==> src/rtl/wb_stage_if.sv <==
// wb_stage_if: memory-to-write-back handshake and write-back control bundle.
//   master : memory-stage side; drives ms_to_ws_valid/ms_to_ws_bus and observes
//            ws_allowin plus the write-back status (ws_valid, ws_dest,
//            ws_handle_ex, ws_flush_pc).
//   slave  : write-back side; the mirror image of master.
interface wb_stage_if;
    logic         ms_to_ws_valid;
    logic [154:0] ms_to_ws_bus;
    logic         ws_allowin;
    logic         ws_valid;
    logic [4:0]   ws_dest;
    logic         ws_handle_ex;
    logic [31:0]  ws_flush_pc;

    modport master (
        output ms_to_ws_valid, ms_to_ws_bus,
        input  ws_allowin, ws_valid, ws_dest, ws_handle_ex, ws_flush_pc
    );

    modport slave (
        input  ms_to_ws_valid, ms_to_ws_bus,
        output ws_allowin, ws_valid, ws_dest, ws_handle_ex, ws_flush_pc
    );
endinterface

==> src/rtl/wb_stage.sv <==
// wb_stage: MIPS write-back stage with CP0 (BadVAddr/Count/Compare/Status/Cause/EPC),
// exception/interrupt/ERET commit, pipeline flush and fetch redirect.
//   clk, resetn        : clock, asynchronous active-low reset
//   ws (slave)         : ms_to_ws_valid/bus in; ws_allowin, ws_valid, ws_dest,
//                        ws_handle_ex, ws_flush_pc out
//   ext_int[5:0]       : level-sensitive hardware interrupt lines
//   rf_we/waddr/wdata  : register-file write port with byte enables
//   debug_wb_*         : trace mirroring the write port
// Optional feature: CP0_TIMER_EN adds the Count/Compare timer and Cause.TI.
module wb_stage (
    input  logic        clk,
    input  logic        resetn,
    wb_stage_if.slave   ws,
    input  logic [5:0]  ext_int,
    output logic [3:0]  rf_we,
    output logic [4:0]  rf_waddr,
    output logic [31:0] rf_wdata,
    output logic [31:0] debug_wb_pc,
    output logic [3:0]  debug_wb_rf_wen,
    output logic [4:0]  debug_wb_rf_wnum,
    output logic [31:0] debug_wb_rf_wdata
);
    // CP0 addresses encoded as {rd, sel}
    localparam logic [7:0] A_BADVADDR = {5'd8,  3'd0};
    localparam logic [7:0] A_COUNT    = {5'd9,  3'd0};
    localparam logic [7:0] A_COMPARE  = {5'd11, 3'd0};
    localparam logic [7:0] A_STATUS   = {5'd12, 3'd0};
    localparam logic [7:0] A_CAUSE    = {5'd13, 3'd0};
    localparam logic [7:0] A_EPC      = {5'd14, 3'd0};
    localparam logic [31:0] EX_ENTRY  = 32'hBFC0_0380;

    logic [154:0] bus_r;
    logic         valid_r;
    logic         allowin;

    logic         f_ex;
    logic [4:0]   f_exccode;
    logic         f_bd;
    logic [31:0]  f_badvaddr;
    logic         f_eret;
    logic         f_mtc0;
    logic [7:0]   f_cp0_addr;
    logic [31:0]  f_cp0_wdata;
    logic         f_res_cp0;
    logic [3:0]   f_rf_we;
    logic [4:0]   f_dest;
    logic [31:0]  f_result;
    logic [31:0]  f_pc;

    logic [7:0]   st_im;
    logic         st_exl;
    logic         st_ie;
    logic         ca_bd;
    logic         ca_ti;
    logic [5:0]   ca_ip_hw;
    logic [1:0]   ca_ip_sw;
    logic [4:0]   ca_exc;
    logic [31:0]  epc;
    logic [31:0]  badvaddr;
    logic [31:0]  count_rd;
    logic [31:0]  compare_rd;

    logic         int_pending;
    logic         take_ex;
    logic         do_eret;
    logic         handle_ex;
    logic         mtc0_we;
    logic [4:0]   ex_code;
    logic [31:0]  status_rd;
    logic [31:0]  cause_rd;
    logic [31:0]  cp0_rdata;

    assign {f_ex, f_exccode, f_bd, f_badvaddr, f_eret, f_mtc0, f_cp0_addr, f_cp0_wdata,
            f_res_cp0, f_rf_we, f_dest, f_result, f_pc} = bus_r;

    // Ready_go is always 1, so the stage can always take a new instruction
    assign allowin = 1'b1;

    always_ff @(posedge clk or negedge resetn) begin
        if (!resetn) begin
            valid_r <= 1'b0;
            bus_r   <= '0;
        end else begin
            valid_r <= handle_ex ? 1'b0 : ws.ms_to_ws_valid;
            if (ws.ms_to_ws_valid && allowin)
                bus_r <= ws.ms_to_ws_bus;
        end
    end

    assign int_pending = valid_r && st_ie && !st_exl && |({ca_ip_hw, ca_ip_sw} & st_im);
    assign take_ex     = valid_r && (int_pending || f_ex);
    assign do_eret     = valid_r && f_eret && !take_ex;
    assign handle_ex   = valid_r && (f_ex || f_eret || int_pending);
    assign mtc0_we     = valid_r && f_mtc0 && !handle_ex;
    assign ex_code     = int_pending ? 5'h00 : f_exccode;

    assign status_rd = {9'd0, 1'b1, 6'd0, st_im, 6'd0, st_exl, st_ie};
    assign cause_rd  = {ca_bd, ca_ti, 14'd0, ca_ip_hw, ca_ip_sw, 1'b0, ca_exc, 2'b00};

    // Exception/interrupt commit outranks ERET, which outranks MTC0
    always_ff @(posedge clk or negedge resetn) begin
        if (!resetn) begin
            st_im    <= 8'd0;
            st_exl   <= 1'b0;
            st_ie    <= 1'b0;
            ca_bd    <= 1'b0;
            ca_ip_hw <= 6'd0;
            ca_ip_sw <= 2'd0;
            ca_exc   <= 5'd0;
            epc      <= 32'd0;
            badvaddr <= 32'd0;
        end else begin
            ca_ip_hw <= {ext_int[5] | ca_ti, ext_int[4:0]};
            if (take_ex) begin
                if (!st_exl) begin
                    epc   <= f_bd ? f_pc - 32'd4 : f_pc;
                    ca_bd <= f_bd;
                end
                st_exl <= 1'b1;
                ca_exc <= ex_code;
                if (ex_code == 5'h04 || ex_code == 5'h05)
                    badvaddr <= f_badvaddr;
            end else if (do_eret) begin
                st_exl <= 1'b0;
            end else if (mtc0_we) begin
                if (f_cp0_addr == A_STATUS) begin
                    st_im  <= f_cp0_wdata[15:8];
                    st_exl <= f_cp0_wdata[1];
                    st_ie  <= f_cp0_wdata[0];
                end
                if (f_cp0_addr == A_CAUSE)
                    ca_ip_sw <= f_cp0_wdata[9:8];
                if (f_cp0_addr == A_EPC)
                    epc <= f_cp0_wdata;
            end
        end
    end

`ifdef CP0_TIMER_EN
    logic        tick;
    logic [31:0] count;
    logic [31:0] compare;
    logic        wr_count;
    logic        wr_compare;

    assign wr_count   = mtc0_we && f_cp0_addr == A_COUNT;
    assign wr_compare = mtc0_we && f_cp0_addr == A_COMPARE;

    // Count advances on every other cycle; a software write replaces the increment.
    // TI compares the registered (post-MTC0) values; writing Compare always clears it.
    always_ff @(posedge clk or negedge resetn) begin
        if (!resetn) begin
            tick    <= 1'b0;
            count   <= 32'd0;
            compare <= 32'd0;
            ca_ti   <= 1'b0;
        end else begin
            tick    <= ~tick;
            count   <= wr_count ? f_cp0_wdata : count + {31'd0, tick};
            compare <= wr_compare ? f_cp0_wdata : compare;
            ca_ti   <= wr_compare ? 1'b0 : (count == compare) ? 1'b1 : ca_ti;
        end
    end

    assign count_rd   = count;
    assign compare_rd = compare;
`else
    assign ca_ti      = 1'b0;
    assign count_rd   = 32'd0;
    assign compare_rd = 32'd0;
`endif

    assign cp0_rdata = (f_cp0_addr == A_STATUS)   ? status_rd  :
                       (f_cp0_addr == A_CAUSE)    ? cause_rd   :
                       (f_cp0_addr == A_EPC)      ? epc        :
                       (f_cp0_addr == A_BADVADDR) ? badvaddr   :
                       (f_cp0_addr == A_COUNT)    ? count_rd   :
                       (f_cp0_addr == A_COMPARE)  ? compare_rd : 32'd0;

    assign rf_we    = {4{valid_r && !handle_ex}} & f_rf_we;
    assign rf_waddr = f_dest;
    assign rf_wdata = f_res_cp0 ? cp0_rdata : f_result;

    assign debug_wb_pc       = f_pc;
    assign debug_wb_rf_wen   = rf_we;
    assign debug_wb_rf_wnum  = rf_waddr;
    assign debug_wb_rf_wdata = rf_wdata;

    assign ws.ws_allowin   = allowin;
    assign ws.ws_valid     = valid_r;
    assign ws.ws_dest      = (rf_we != 4'd0) ? f_dest : 5'd0;
    assign ws.ws_handle_ex = handle_ex;
    assign ws.ws_flush_pc  = do_eret ? epc : EX_ENTRY;
endmodule
==> src/flat_wrapper.sv <==
// flat-port wrapper written by rule: the top's interface ports become plain ports
module wb_stage_flat 
  (clk, resetn, ext_int, rf_we, rf_waddr, rf_wdata, debug_wb_pc, debug_wb_rf_wen, debug_wb_rf_wnum, debug_wb_rf_wdata, ws_ms_to_ws_valid, ws_ms_to_ws_bus, ws_ws_allowin, ws_ws_valid, ws_ws_dest, ws_ws_handle_ex, ws_ws_flush_pc);
  wb_stage_if ws_i ();
  input  logic clk;
  input  logic resetn;
  input  logic [5:0] ext_int;
  output logic [3:0] rf_we;
  output logic [4:0] rf_waddr;
  output logic [31:0] rf_wdata;
  output logic [31:0] debug_wb_pc;
  output logic [3:0] debug_wb_rf_wen;
  output logic [4:0] debug_wb_rf_wnum;
  output logic [31:0] debug_wb_rf_wdata;
  input wire logic [$bits(ws_i.ms_to_ws_valid)-1:0] ws_ms_to_ws_valid;
  input wire logic [$bits(ws_i.ms_to_ws_bus)-1:0] ws_ms_to_ws_bus;
  output wire logic [$bits(ws_i.ws_allowin)-1:0] ws_ws_allowin;
  output wire logic [$bits(ws_i.ws_valid)-1:0] ws_ws_valid;
  output wire logic [$bits(ws_i.ws_dest)-1:0] ws_ws_dest;
  output wire logic [$bits(ws_i.ws_handle_ex)-1:0] ws_ws_handle_ex;
  output wire logic [$bits(ws_i.ws_flush_pc)-1:0] ws_ws_flush_pc;
  assign ws_i.ms_to_ws_valid = ws_ms_to_ws_valid;
  assign ws_i.ms_to_ws_bus = ws_ms_to_ws_bus;
  assign ws_ws_allowin = ws_i.ws_allowin;
  assign ws_ws_valid = ws_i.ws_valid;
  assign ws_ws_dest = ws_i.ws_dest;
  assign ws_ws_handle_ex = ws_i.ws_handle_ex;
  assign ws_ws_flush_pc = ws_i.ws_flush_pc;
  wb_stage u_core (.clk(clk), .resetn(resetn), .ws(ws_i), .ext_int(ext_int), .rf_we(rf_we), .rf_waddr(rf_waddr), .rf_wdata(rf_wdata), .debug_wb_pc(debug_wb_pc), .debug_wb_rf_wen(debug_wb_rf_wen), .debug_wb_rf_wnum(debug_wb_rf_wnum), .debug_wb_rf_wdata(debug_wb_rf_wdata));
endmodule
==> config.mk <==
export PLATFORM = sky130hd
export DESIGN_NAME = wb_stage_flat
export DESIGN_NICKNAME = d
export VERILOG_FILES = /design/src/rtl/wb_stage_if.sv /design/src/rtl/wb_stage.sv /design/src/flat_wrapper.sv
export SDC_FILE = /design/constraint.sdc
export NUM_CORES = 1
export LEC_CHECK = 0
export ABC_AREA = 0
export CORE_MARGIN = 2
export CORE_UTILIZATION = 30
export CTS_CLUSTER_DIAMETER = 80
export DETAILED_ROUTE_END_ITERATION = 12
export PLACE_DENSITY = 0.53
export REMOVE_ABC_BUFFERS = 1
export SLEW_MARGIN = 40
export SYNTH_ARGS = -nofsm -noshare
export SYNTH_HDL_FRONTEND = slang
export SYNTH_SLANG_ARGS = --single-unit
==> constraint.sdc <==
create_clock -name clk -period 3 [get_ports clk]
set_input_delay 0.3 -clock clk [delete_from_list [all_inputs] [get_ports clk]]
set_output_delay 0.3 -clock clk [all_outputs]
set_load 0.005 [all_outputs]
**Word level (Yosys, flattened, before mapping)**

Index checks and enable logic that the tools add are counted.

- $add $sub $neg: 1
- Equality and inequality tests: 8
- Reductions and logical operators: 29
- Bitwise logic cells: 5
- Mux-type cells: 19

Operators by type and width:

| operator | count |
|---|---|
| 2-to-1 mux 32 bit | 12 |
| equality test 8 x 7 -> 1 bit, second input constant | 4 |
| subtractor 32 x 3 -> 32 bit, second input constant | 1 |
| AND reduction 4 bit | 3 |
| equality test 5 x 3 -> 1 bit, second input constant | 2 |
| logical AND 1 bit | 10 |
| 2-to-1 mux 5 bit | 2 |
| AND 8 bit | 1 |
| OR reduction 8 bit | 1 |
| AND reduction 2 bit | 3 |
| nonzero test 3 bit | 2 |
| 2-to-1 mux 1 bit | 5 |
| AND 4 bit | 1 |
| logical OR 1 bit | 4 |
| nonzero test 2 bit | 2 |
| nonzero test 4 bit | 1 |
| zero test 1 bit | 3 |
| NOT 1 bit | 3 |
| inequality test 2 x 1 -> 1 bit, second input constant | 1 |
| inequality test 2 bit, second input constant | 1 |

- Input bits: 164
- Output and inout port bits: 154
- Bits in registers: 244

**Depth between registers and ports, before layout**

Gate-level depths: netlist (run 1).

- Word-level depth: 10
- Gate-level depth with buffers: 8
- Mapped depth without buffers: 7

**Worst setup path before layout (run 1)**

No wires, ideal clock.

- Path type: flip-flop to output port
- Start point: register u_core.bus_r[107]
- End point: output port rf_wdata[2]
- Arrival: 2.176 ns
- Required time: 2.700 ns
- Setup slack: 0.524 ns
- Stages on the path, launching flop included: 8
- Cells stage by stage: dfrtp_1 > or4_4 > nor3_1 > buf_2 > buf_2 > a222oi_1 > a21oi_1 > buf_4

- Cells in the longest elaborated chain, start to end: 6
- Elaborated cells on any way between the ends: 9
- Classes of those cells: eq/ne: 4; mux: 5

Ends and longest elaborated chain:

| what | RTL line | source |
|---|---|---|
| start: declaration | wb_stage.sv:32 | `logic [154:0] bus_r;` |
| start signal: assignment | wb_stage.sv:86 | `bus_r <= ws.ms_to_ws_bus;` |
| equality test 8 x 7 -> 1 bit | wb_stage.sv:176 | `(f_cp0_addr == A_BADVADDR) ? badvaddr :` |
| 2-to-1 mux 32 bit | wb_stage.sv:176 |  |
| 2-to-1 mux 32 bit | wb_stage.sv:175 | `(f_cp0_addr == A_EPC) ? epc :` |
| 2-to-1 mux 32 bit | wb_stage.sv:174 | `(f_cp0_addr == A_CAUSE) ? cause_rd :` |
| 2-to-1 mux 32 bit * | wb_stage.sv:173 | `assign cp0_rdata = (f_cp0_addr == A_STATUS) ? status_rd :` |
| 2-to-1 mux 32 bit * | wb_stage.sv:182 | `assign rf_wdata = f_res_cp0 ? cp0_rdata : f_result;` |
| end: declaration | flat_wrapper.sv:10 | `output logic [31:0] rf_wdata;` |

Mark *: on every way between the ends. The rest lies on a longest branch, timed or not.

**Worst setup path after layout (run 1)**

- Start point: register u_core.bus_r[107]
- End point: output port rf_wdata[19]

The elaborated chain is that of the path after synthesis.

==> metrics.csv, run 1 <==
metric,value,unit
cts.sinks,244,
wirelength,38900,um
ys_types,55,
rsz0062_at_grt,yes,
grt_pass1_vias,9133,
dieArea,0.0406,mm^2
post-place-cells,1711,
synth_seq_cells,244,
hold_viol_final,0,
async_flop_share,100,%
cp_top_family,simple AND/OR/NAND/NOR gates,
tritoncts,built,
total_power,9.87,mW
synth_edf_count,0,
reg2reg_depth,12,
required,2700,ps
critPathCapture,rf_wdata[19],
grt_use_total,18.8,%
cp_max_fo,5,
avgRoutedWirePerCell,21.2,um
grt_overflow,0,
fin_util,43.8,%
final.min_clock_period,3110,ps
cts_made_buffers,30,
rows,72,
synthesis.area,0.0117,mm^2
setup_violations,39,
stdcell_count,1829,
place_ws,157,ps
rrSetupSlack,140,ps
cts_root_buf,clkbuf_16,
worstSetupStartpoint,u_core.bus_r[107],
fin_skew,8.23,ps
grt_first_pass_wirelength,58100,um
critical-path-max-stage-delay,580,ps
cts.clk_slew.worst_paths,60,ps
synth_top_flop_cell,dfrtp_1,
crit_arrival,2810,ps
first_iter_violations,427,
cp_slowest_cell,or4_4,
worstSetupStartpointType,flip-flop,
status,finished with violations,
period_share,104,%
final_nets,1454,
avgViaCountPerCell,4.84,
hold_start,ext_int[1],
tns,-2050,ps
path_buf_inv,7,
critPathMostFrequentCell,buf_6,
drc,0,
clk_latency,560,ps
crit_path_end_kind,primary output,
dp_hpwl,26200,um
p_leak,7.10,nW
grt_start_max_net_pins,65,
r2r_start,u_core.bus_r[107],
core,0.0386,mm^2
ys_warn_count,0,
drive_gt1_share,37.9,%
antenna_left,0,
htree_levels,1,
fmax,0.322,GHz
seq_area_frac_synth,52.1,%
ios,318,
path_cells,or4_4 > nor4_4 > buf_6 > buf_12 > buf_8 > buf_12 > buf_6 > buf_6 > a22oi_2 > a21oi_2 > buf_2,
syn_to_final_growth,44.3,%
die_w,202,um
clockBufferDepth,3,
io_buffer_count,316,
netlist_instances,973,
avgSynthCellArea,12.0,um^2
max_cap_violations,0,
vias,8845,
timing.rr.end,u_core.epc[25],
fin_ws,-107,ps
min_path_type,in2reg,
slew_headroom,48.4,%
critical_path_depth,11,
worstSetupPathType,reg2out,
peakVddDrop,0.000415,V
drtPass1Iterations,6,
violations,setup timing,
tightest_slew,774,ps
slew_viol_final,0,
power.density,584,mW/mm^2
fp.dieH,202,um
start_util,30.4,%
antenna_found_initial,1,
routabilityCongestion,0.722,
## cells in the mapped netlist (all sizes together), types with 20 or more instances
master | count | area (um^2)
nor4 | 20 | 153
nand2 | 28 | 105
nor2 | 40 | 150
a22oi | 20 | 150
and2 | 31 | 194
a21oi | 38 | 190
mux2i | 20 | 200
dfrtp | 244 | 6110
mux2 | 203 | 2290
nor3 | 34 | 181
xnor2 | 22 | 193
clkbuf | 44 | 166
buf | 94 | 677
## worst reg2reg max path: stages (launching register included)
cell      delay [ps]
dfrtp_1          380
or4_4            580
nor4_4           250
buf_6            160
buf_12           100
buf_6            140
buf_16           120
buf_4            110
buf_4            130
nand4_1          150
buf_4            250
nor4_2           240
a211oi_1          90
## timing repair
| item | in CTS | in global routing |
|---|---|---|
| hold buffers | 1 | 0 |
| pin swaps | 51 | 29 |
| gates cloned | 6 | 0 |
| gates resized for setup | 355 | 113 |
| buffers inserted | 44 | 17 |
| endpoints found under the hold margin | 60 | 0 |
| endpoints found under the setup margin | 109 | 116 |
## cell usage in the layout (no fill, tap or decap), types with 6 or more instances in the layout
| cell type | instances |
|---|---|
| clkbuf_1 | 8 |
| clkdlybuf4s15_1 | 8 |
| nor4_1 | 16 |
| xnor2_1 | 22 |
| mux2i_1 | 20 |
| nand2_1 | 27 |
| clkinv_2 | 6 |
| a211oi_1 | 9 |
| and2_4 | 8 |
| clkbuf_2 | 17 |
| dfrtp_1 | 243 |
| a222oi_1 | 9 |
| a22oi_2 | 12 |
| a22oi_1 | 8 |
| a21oi_1 | 23 |
| dlygate4sd2_1 | 21 |
| and2_1 | 23 |
| clkdlybuf4s50_1 | 205 |
| mux2_4 | 7 |
| buf_2 | 45 |
| nor3_1 | 31 |
| nor2_1 | 38 |
| clkbuf_16 | 31 |
| mux2_2 | 196 |
| buf_6 | 38 |
| o21ai_0 | 11 |
| buf_12 | 16 |
| buf_4 | 62 |
| nand2b_1 | 14 |
| a21oi_2 | 15 |
| nand3_1 | 15 |
## cells by family after synthesis
family / Yosys count / synth area share [%]
xor+xnor: 25 / 1.87
buf+inv: 143 / 7.36
fa+ha+maj: 1 / 0.107
mux: 223 / 21.2
flops: 244 / 52.1
other cells: 1 / 0.0320
simple gates: 209 / 9.86
compound gates: 127 / 7.38
## sequential cells by signal (all words and copies together), names as in the netlist
register	flops
u_core.epc	32
u_core.ws.ws_valid	1
u_core.ca_ip_sw	2
u_core.st_ie	1
u_core.bus_r	155
u_core.ca_ip_hw	6
u_core.ca_bd	1
u_core.st_exl	1
u_core.badvaddr	32
u_core.st_im	8
u_core.ca_exc	5
## worst min path at each step
| stage | slack (ps) | to | cells after the start |
|---|---|---|---|
| floorplan | 4 | u_core.badvaddr[0] | 0 |
| global placement | 290 | u_core.bus_r[67] | 1 |
| detailed placement | 300 | u_core.bus_r[67] | 1 |
| CTS | 180 | u_core.ca_ip_hw[1] | 1 |
| global route | 180 | u_core.ca_ip_hw[1] | 1 |
| finish | 200 | u_core.ca_ip_hw[1] | 1 |
## report_power, final
group	internal [mW]	switching (mW)	total, mW
combinational	1.09	0.698	1.78
clock	2.23	1.43	3.66
sequential	3.88	0.552	4.43
total	7.20	2.68	9.87
## area by class of cell
class                      instances  area [um^2]
antenna                            1         2.50
clock buffer                      43          861
clock inverter                    10          129
fill                            3719        21700
inverter                           5         18.8
multi-input combinational        586         5080
sequential                       244         6110
tap                              518          648
timing repair buffer             422         4050
## routing by layer
| layer | GRT usage, % | vias up | part of all wire, % |
|---|---|---|---|
| li1 | - | 4087 | - |
| met1 | 26.1 | 4481 | 46 |
| met2 | 30.7 | 233 | 47 |
| met3 | 3.27 | 44 | 4.7 |
| met4 | 4.18 | 0 | 2.0 |
| met5 | 0 | - | 0 |
## per-stage QoR
stage / cell area (um^2) / hold slack, ps
floorplan: 10900 / 4.41
global placement: 15100 / 294
detailed placement: 15100 / 296
CTS: 16700 / 183
global route: 16900 / 183
finish: 16900 / 201
Power figures use the tool's default switching activity.
==> inputs of run 2 (changes only) <==
- SLEW_MARGIN: 40 -> unset
==> metrics.csv, run 2 (synthesis gave the netlist of run 1 again) <==
metric,value,unit,change
clockBufferDepth,3,,unchanged
violations,setup timing,,unchanged
crit_arrival,2850,ps,was 2810 ps
hold_depth,1,,unchanged
required,2700,ps,about the same
drtPass1Iterations,5,,was 6
peakVddDrop,0.000384,V,was 0.000415 V
post-place-cells,1710,,was 1711
final_cell_mix,"dfrtp_1 (243), clkdlybuf4s50_1 (207), mux2_2 (195), buf_4 (56), dlygate4sd2_1 (51)",,"was dfrtp_1 (243), clkdlybuf4s50_1 (205), mux2_2 (196), buf_4 (62), buf_2 (45)"
antenna_found_initial,0,,was 1
cts.clk_slew.worst_paths,60,ps,about the same
largest-register,u_core.bus_r,,unchanged
grt_start_max_net_pins,65,,unchanged
hold_start,ext_int[5],,was ext_int[1]
avgViaCountPerCell,4.78,,was 4.84
largest_register_ffs,155,,unchanged
rsz0062_at_grt,yes,,unchanged
routabilityCongestion,0.722,,unchanged
grt_first_pass_wirelength,57000,um,was 58100 um
status,finished with violations,,unchanged
min_path_type,in2reg,,unchanged
cts_root_buf,clkbuf_16,,unchanged
crit_path_end_kind,primary output,,unchanged
final_nets,1435,,was 1454
top_regs,"u_core.bus_r (155), u_core.badvaddr (32), u_core.epc (32)",,unchanged
antenna_left,0,,unchanged
fmax,0.318,GHz,was 0.322 GHz
seq_area,0.00611,mm^2,unchanged
cts.sinks,244,,unchanged
tns,-4050,ps,was -2050 ps
reg2reg_depth,10,,was 12
r2r_start,u_core.bus_r[108],,was u_core.bus_r[107]
diodes,0,,was 1
grt_use_total,18.3,%,was 18.8%
fill_cells,3772,,was 3719
dp_hpwl,26000,um,was 26200 um
fin_skew,8.84,ps,was 8.23 ps
die_w,202,um,unchanged
tightest_slew,868,ps,was 774 ps
power.density,592,mW/mm^2,was 584 mW/mm^2
hold-path-endpoint,u_core.ca_ip_hw[5],,was u_core.ca_ip_hw[1]
tritoncts,built,,unchanged
io_buffer_count,316,,unchanged
wirelength,38400,um,was 38900 um
grt_pass1_vias,8984,,was 9133
vias,8650,,was 8845
period_share,105,%,was 104%
worstSetupStartpointType,flip-flop,,unchanged
fp.dieH,202,um,unchanged
cts_made_buffers,30,,unchanged
slew_headroom,41.9,%,was 48.4%
rows,72,,unchanged
p_leak,6.98,nW,was 7.10 nW
final.min_clock_period,3150,ps,was 3110 ps
first_iter_violations,449,,was 427
max_cap_violations,0,,unchanged
cp_max_fo,5,,unchanged
final_common_cell,dfrtp_1,,unchanged
start_util,30.4,%,unchanged
total_power,9.83,mW,was 9.87 mW
slew_viol_final,0,,unchanged
whs,216,ps,was 201 ps
setup_violations,54,,was 39
multi_input_area,0.00495,mm^2,was 0.00508 mm^2
grt_overflow,0,,unchanged
core,0.0386,mm^2,unchanged
htree_levels,1,,unchanged
hold_viol_final,0,,unchanged
syn_to_final_growth,41.9,%,was 44.3%
fin_ws,-148,ps,was -107 ps
avgRoutedWirePerCell,21.2,um,about the same
drc,0,,unchanged
ios,318,,unchanged
dieArea,0.0406,mm^2,unchanged
timing.rr.end,u_core.epc[25],,unchanged
worstSetupPathType,reg2out,,unchanged
drive_gt1_share,33.1,%,was 37.9%
clk_latency,550,ps,was 560 ps
rrSetupSlack,210,ps,was 140 ps
stdcell_count,1810,,was 1829
[run 2: timing repair]
action,CTS,global route
buffers inserted,25,16
endpoints found under the setup margin,109,107
hold buffers,1,0
cloned,3,3
pin swaps,20,27
endpoints found under the hold margin,60,0
resized for setup,216,93
[run 2: final cells by class]
cell class	count	share of cell area, %
Clock buffer	45	5.53
Clock inverter	9	0.572
Inverter	5	0.113
Multi-Input combinational cell	586	29.8
Sequential cell	244	36.8
Tap cell	518	3.90
Timing Repair Buffer	403	23.3
[run 2: per-layer routing]
| layer | vias to the layer above | wire [um] | GRT usage (%) |
|---|---|---|---|
| li1 | 4047 | - | - |
| met4 | 0 | 579 | 3.86 |
| met5 | - | 0 | 0 |
| met2 | 230 | 17900 | 29.5 |
| met3 | 43 | 1900 | 2.95 |
| met1 | 4330 | 18000 | 26.0 |
[run 2: where the power goes]
group	internal (mW)	switching, mW	total, mW
Clock	2.26	1.40	3.67
Sequential	3.88	0.519	4.40
Combinational	1.08	0.687	1.77
[run 2: metrics by stage]
stage	setup slack, ps	util (%)	cell area (um^2)
2_1_floorplan	-829	-	10900
3_3_place_gp	199	39.2	15100
3_5_place_dp	151	39.2	15100
4_1_cts	-297	42.7	16500
5_1_grt	-287	43.1	16600
6_report	-148	43.1	16600
[run 2: worst max-delay path by stage]
stage	start	to	slack, ps	cells past startpoint
after floorplan	u_core.st_im[7]	u_core.badvaddr[0]	-830	5
after global placement	u_core.bus_r[107]	rf_wdata[13]	200	7
after global routing	u_core.bus_r[108]	rf_wdata[12]	-290	11
final	u_core.bus_r[108]	debug_wb_rf_wdata[31]	-150	8
after detailed placement	u_core.bus_r[107]	debug_wb_rf_wdata[31]	150	6
after CTS	u_core.bus_r[106]	debug_wb_rf_wdata[9]	-300	8
[run 2: critical path, cell delays in order, from the launching register on]
cell	delay [ps]
dfrtp_1	380
or4_4	590
nor4_4	250
buf_6	150
buf_4	170
clkbuf_16	180
a222oi_1	150
a21oi_1	200
clkdlybuf4s15_1	230
==> inputs of run 3 (changes only) <==
- RECOVER_POWER: unset -> 100
==> metrics.csv, run 3 (synthesis gave the netlist of run 1 again) <==
metric,value,unit,change
cts.clk_slew.worst_paths,60,ps,about the same
rows,72,,unchanged
hold_depth,3,,was 1
p_int,7.19,mW,was 7.22 mW
pwr-share-seq,44.9,%,was 44.7%
worstSetupPathType,reg2out,,unchanged
largest-register,u_core.bus_r,,unchanged
worstSetupStartpointType,flip-flop,,unchanged
fin_skew,9.18,ps,was 8.84 ps
clkPwrFrac,37.4,%,was 37.3%
slew_headroom,-13.2,%,was 41.9%
cts.sinks,244,,unchanged
final.min_clock_period,3140,ps,was 3150 ps
comb_power_share,17.7,%,was 18.0%
slew_viol_final,123,,was 0
dp_hpwl,26000,um,unchanged
drtPass1Iterations,6,,was 5
reg2reg_depth,9,,was 10
grt_start_max_net_pins,65,,unchanged
drive_gt1_share,32.4,%,was 33.1%
crit_path_end_kind,primary output,,unchanged
antenna_left,0,,unchanged
antenna_found_initial,0,,unchanged
hold-path-endpoint,u_core.bus_r[3],,was u_core.ca_ip_hw[5]
clk_latency,550,ps,about the same
final_cell_mix,"dfrtp_1 (243), mux2_2 (194), clkdlybuf4s50_1 (158), dlygate4sd2_1 (51), dlygate4sd3_1 (50)",,"was dfrtp_1 (243), clkdlybuf4s50_1 (207), mux2_2 (195), buf_4 (56), dlygate4sd2_1 (51)"
status,finished with violations,,unchanged
cp_max_fo,7,,was 5
htree_levels,1,,unchanged
dieArea,0.0406,mm^2,unchanged
peakVddDrop,0.000383,V,was 0.000384 V
fin_util,42.8,%,was 43.1%
p_switching,2.60,mW,was 2.61 mW
timing.rr.end,u_core.st_im[1],,was u_core.epc[25]
core,0.0386,mm^2,unchanged
fin_ws,-144,ps,was -148 ps
whs,322,ps,was 216 ps
fp.dieH,202,um,unchanged
drc,0,,unchanged
routabilityCongestion,0.722,,unchanged
syn_to_final_growth,40.9,%,was 41.9%
vias,8658,,was 8650
hold_start,ws_ms_to_ws_bus[3],,was ext_int[5]
violations,"capacitance limit, slew limit, setup timing",,was setup timing
wirelength,38200,um,was 38400 um
required,2700,ps,about the same
avgRoutedWirePerCell,21.1,um,was 21.2 um
largest_register_ffs,155,,unchanged
avgViaCountPerCell,4.78,,about the same
grt_pass1_vias,8984,,unchanged
die_w,202,um,unchanged
period_share,105,%,about the same
io_buffer_count,316,,unchanged
grt_use_total,18.3,%,unchanged
max_cap_violations,2,,was 0
grt_overflow,0,,unchanged
ios,318,,unchanged
tightest_slew,1700,ps,was 868 ps
top_regs,"u_core.bus_r (155), u_core.badvaddr (32), u_core.epc (32)",,unchanged
final_nets,1435,,unchanged
p_leak,6.95,nW,was 6.98 nW
start_util,30.4,%,unchanged
hold_viol_final,0,,unchanged
final_common_cell,dfrtp_1,,unchanged
switching_share,26.6,%,about the same
r2r_start,u_core.st_im[3],,was u_core.bus_r[108]
rrSetupSlack,130,ps,was 210 ps
diodes,0,,unchanged
power.density,593,mW/mm^2,was 592 mW/mm^2
clockBufferDepth,3,,unchanged
crit_arrival,2840,ps,was 2850 ps
grt_first_pass_wirelength,57000,um,unchanged
fmax,0.318,GHz,about the same
cts_root_buf,clkbuf_16,,unchanged
tritoncts,built,,unchanged
first_iter_violations,435,,was 449
min_path_type,in2reg,,unchanged
place_ws,151,ps,unchanged
setup_violations,66,,was 54
rsz0062_at_grt,yes,,unchanged
cts_made_buffers,30,,unchanged
run 3: worst max-delay path, cell delays in order, from the launching register on:
cell,delay (ps)
dfrtp_1,380
or4_4,590
buf_4,170
nor3_4,230
buf_12,160
buf_8,130
a221oi_1,70
a21oi_1,170
mux2_4,180
clkdlybuf4s15_1,200
run 3: per-stage QoR:
stage	cells	instance area (um^2)	total power, mW	TNS, ps
after global placement	1710	15100	6.21	0
after detailed placement	1710	15100	6.24	0
after global routing	1810	16500	10.3	-22750
after CTS	1793	16500	9.98	-2210
final	1810	16500	9.79	-4150
after floorplan	835	10900	5.09	-76510
run 3: power by group through the flow:
stage / clock network, mW / logic (mW) / registers, mW
floorplan: 0 / 0.840 / 4.25
global placement: 0 / 1.78 / 4.43
detailed placement: 0 / 1.81 / 4.44
CTS: 3.80 / 1.79 / 4.39
global route: 3.93 / 1.92 / 4.48
finish: 3.66 / 1.73 / 4.40
run 3: cell type report:
class / instances / area (um^2)
Fill cell: 3785 / 22100
Timing Repair Buffer: 403 / 3790
Inverter: 5 / 18.8
Clock buffer: 45 / 918
Tap cell: 518 / 648
Sequential cell: 244 / 6110
Multi-Input combinational cell: 586 / 4920
Clock inverter: 9 / 95.1
run 3: how the worst max path moves through the flow:
stage                       from               endpoint  cells past startpoint
2_1_floorplan    u_core.st_im[7]     u_core.badvaddr[0]                      5
3_3_place_gp   u_core.bus_r[107]           rf_wdata[13]                      7
3_5_place_dp   u_core.bus_r[107]  debug_wb_rf_wdata[31]                      6
4_1_cts        u_core.bus_r[106]   debug_wb_rf_wdata[9]                      8
5_1_grt        u_core.bus_r[108]           rf_wdata[12]                     11
6_report       u_core.bus_r[108]           rf_wdata[11]                      9
run 3: metal layers:
metal,global-route usage (%),share of wire [%]
met5,0,0
met4,3.86,1.5
met3,2.95,4.5
met2,29.5,47
met1,26.0,47
run 3: repair_timing:
item / CTS / global route
resized for setup: 216 / 93
endpoints found under the hold margin: 60 / 0
pin swaps: 20 / 27
setup buffers: 25 / 16
setup endpoints to repair: 109 / 107
hold buffers: 1 / 0
cloned: 3 / 3
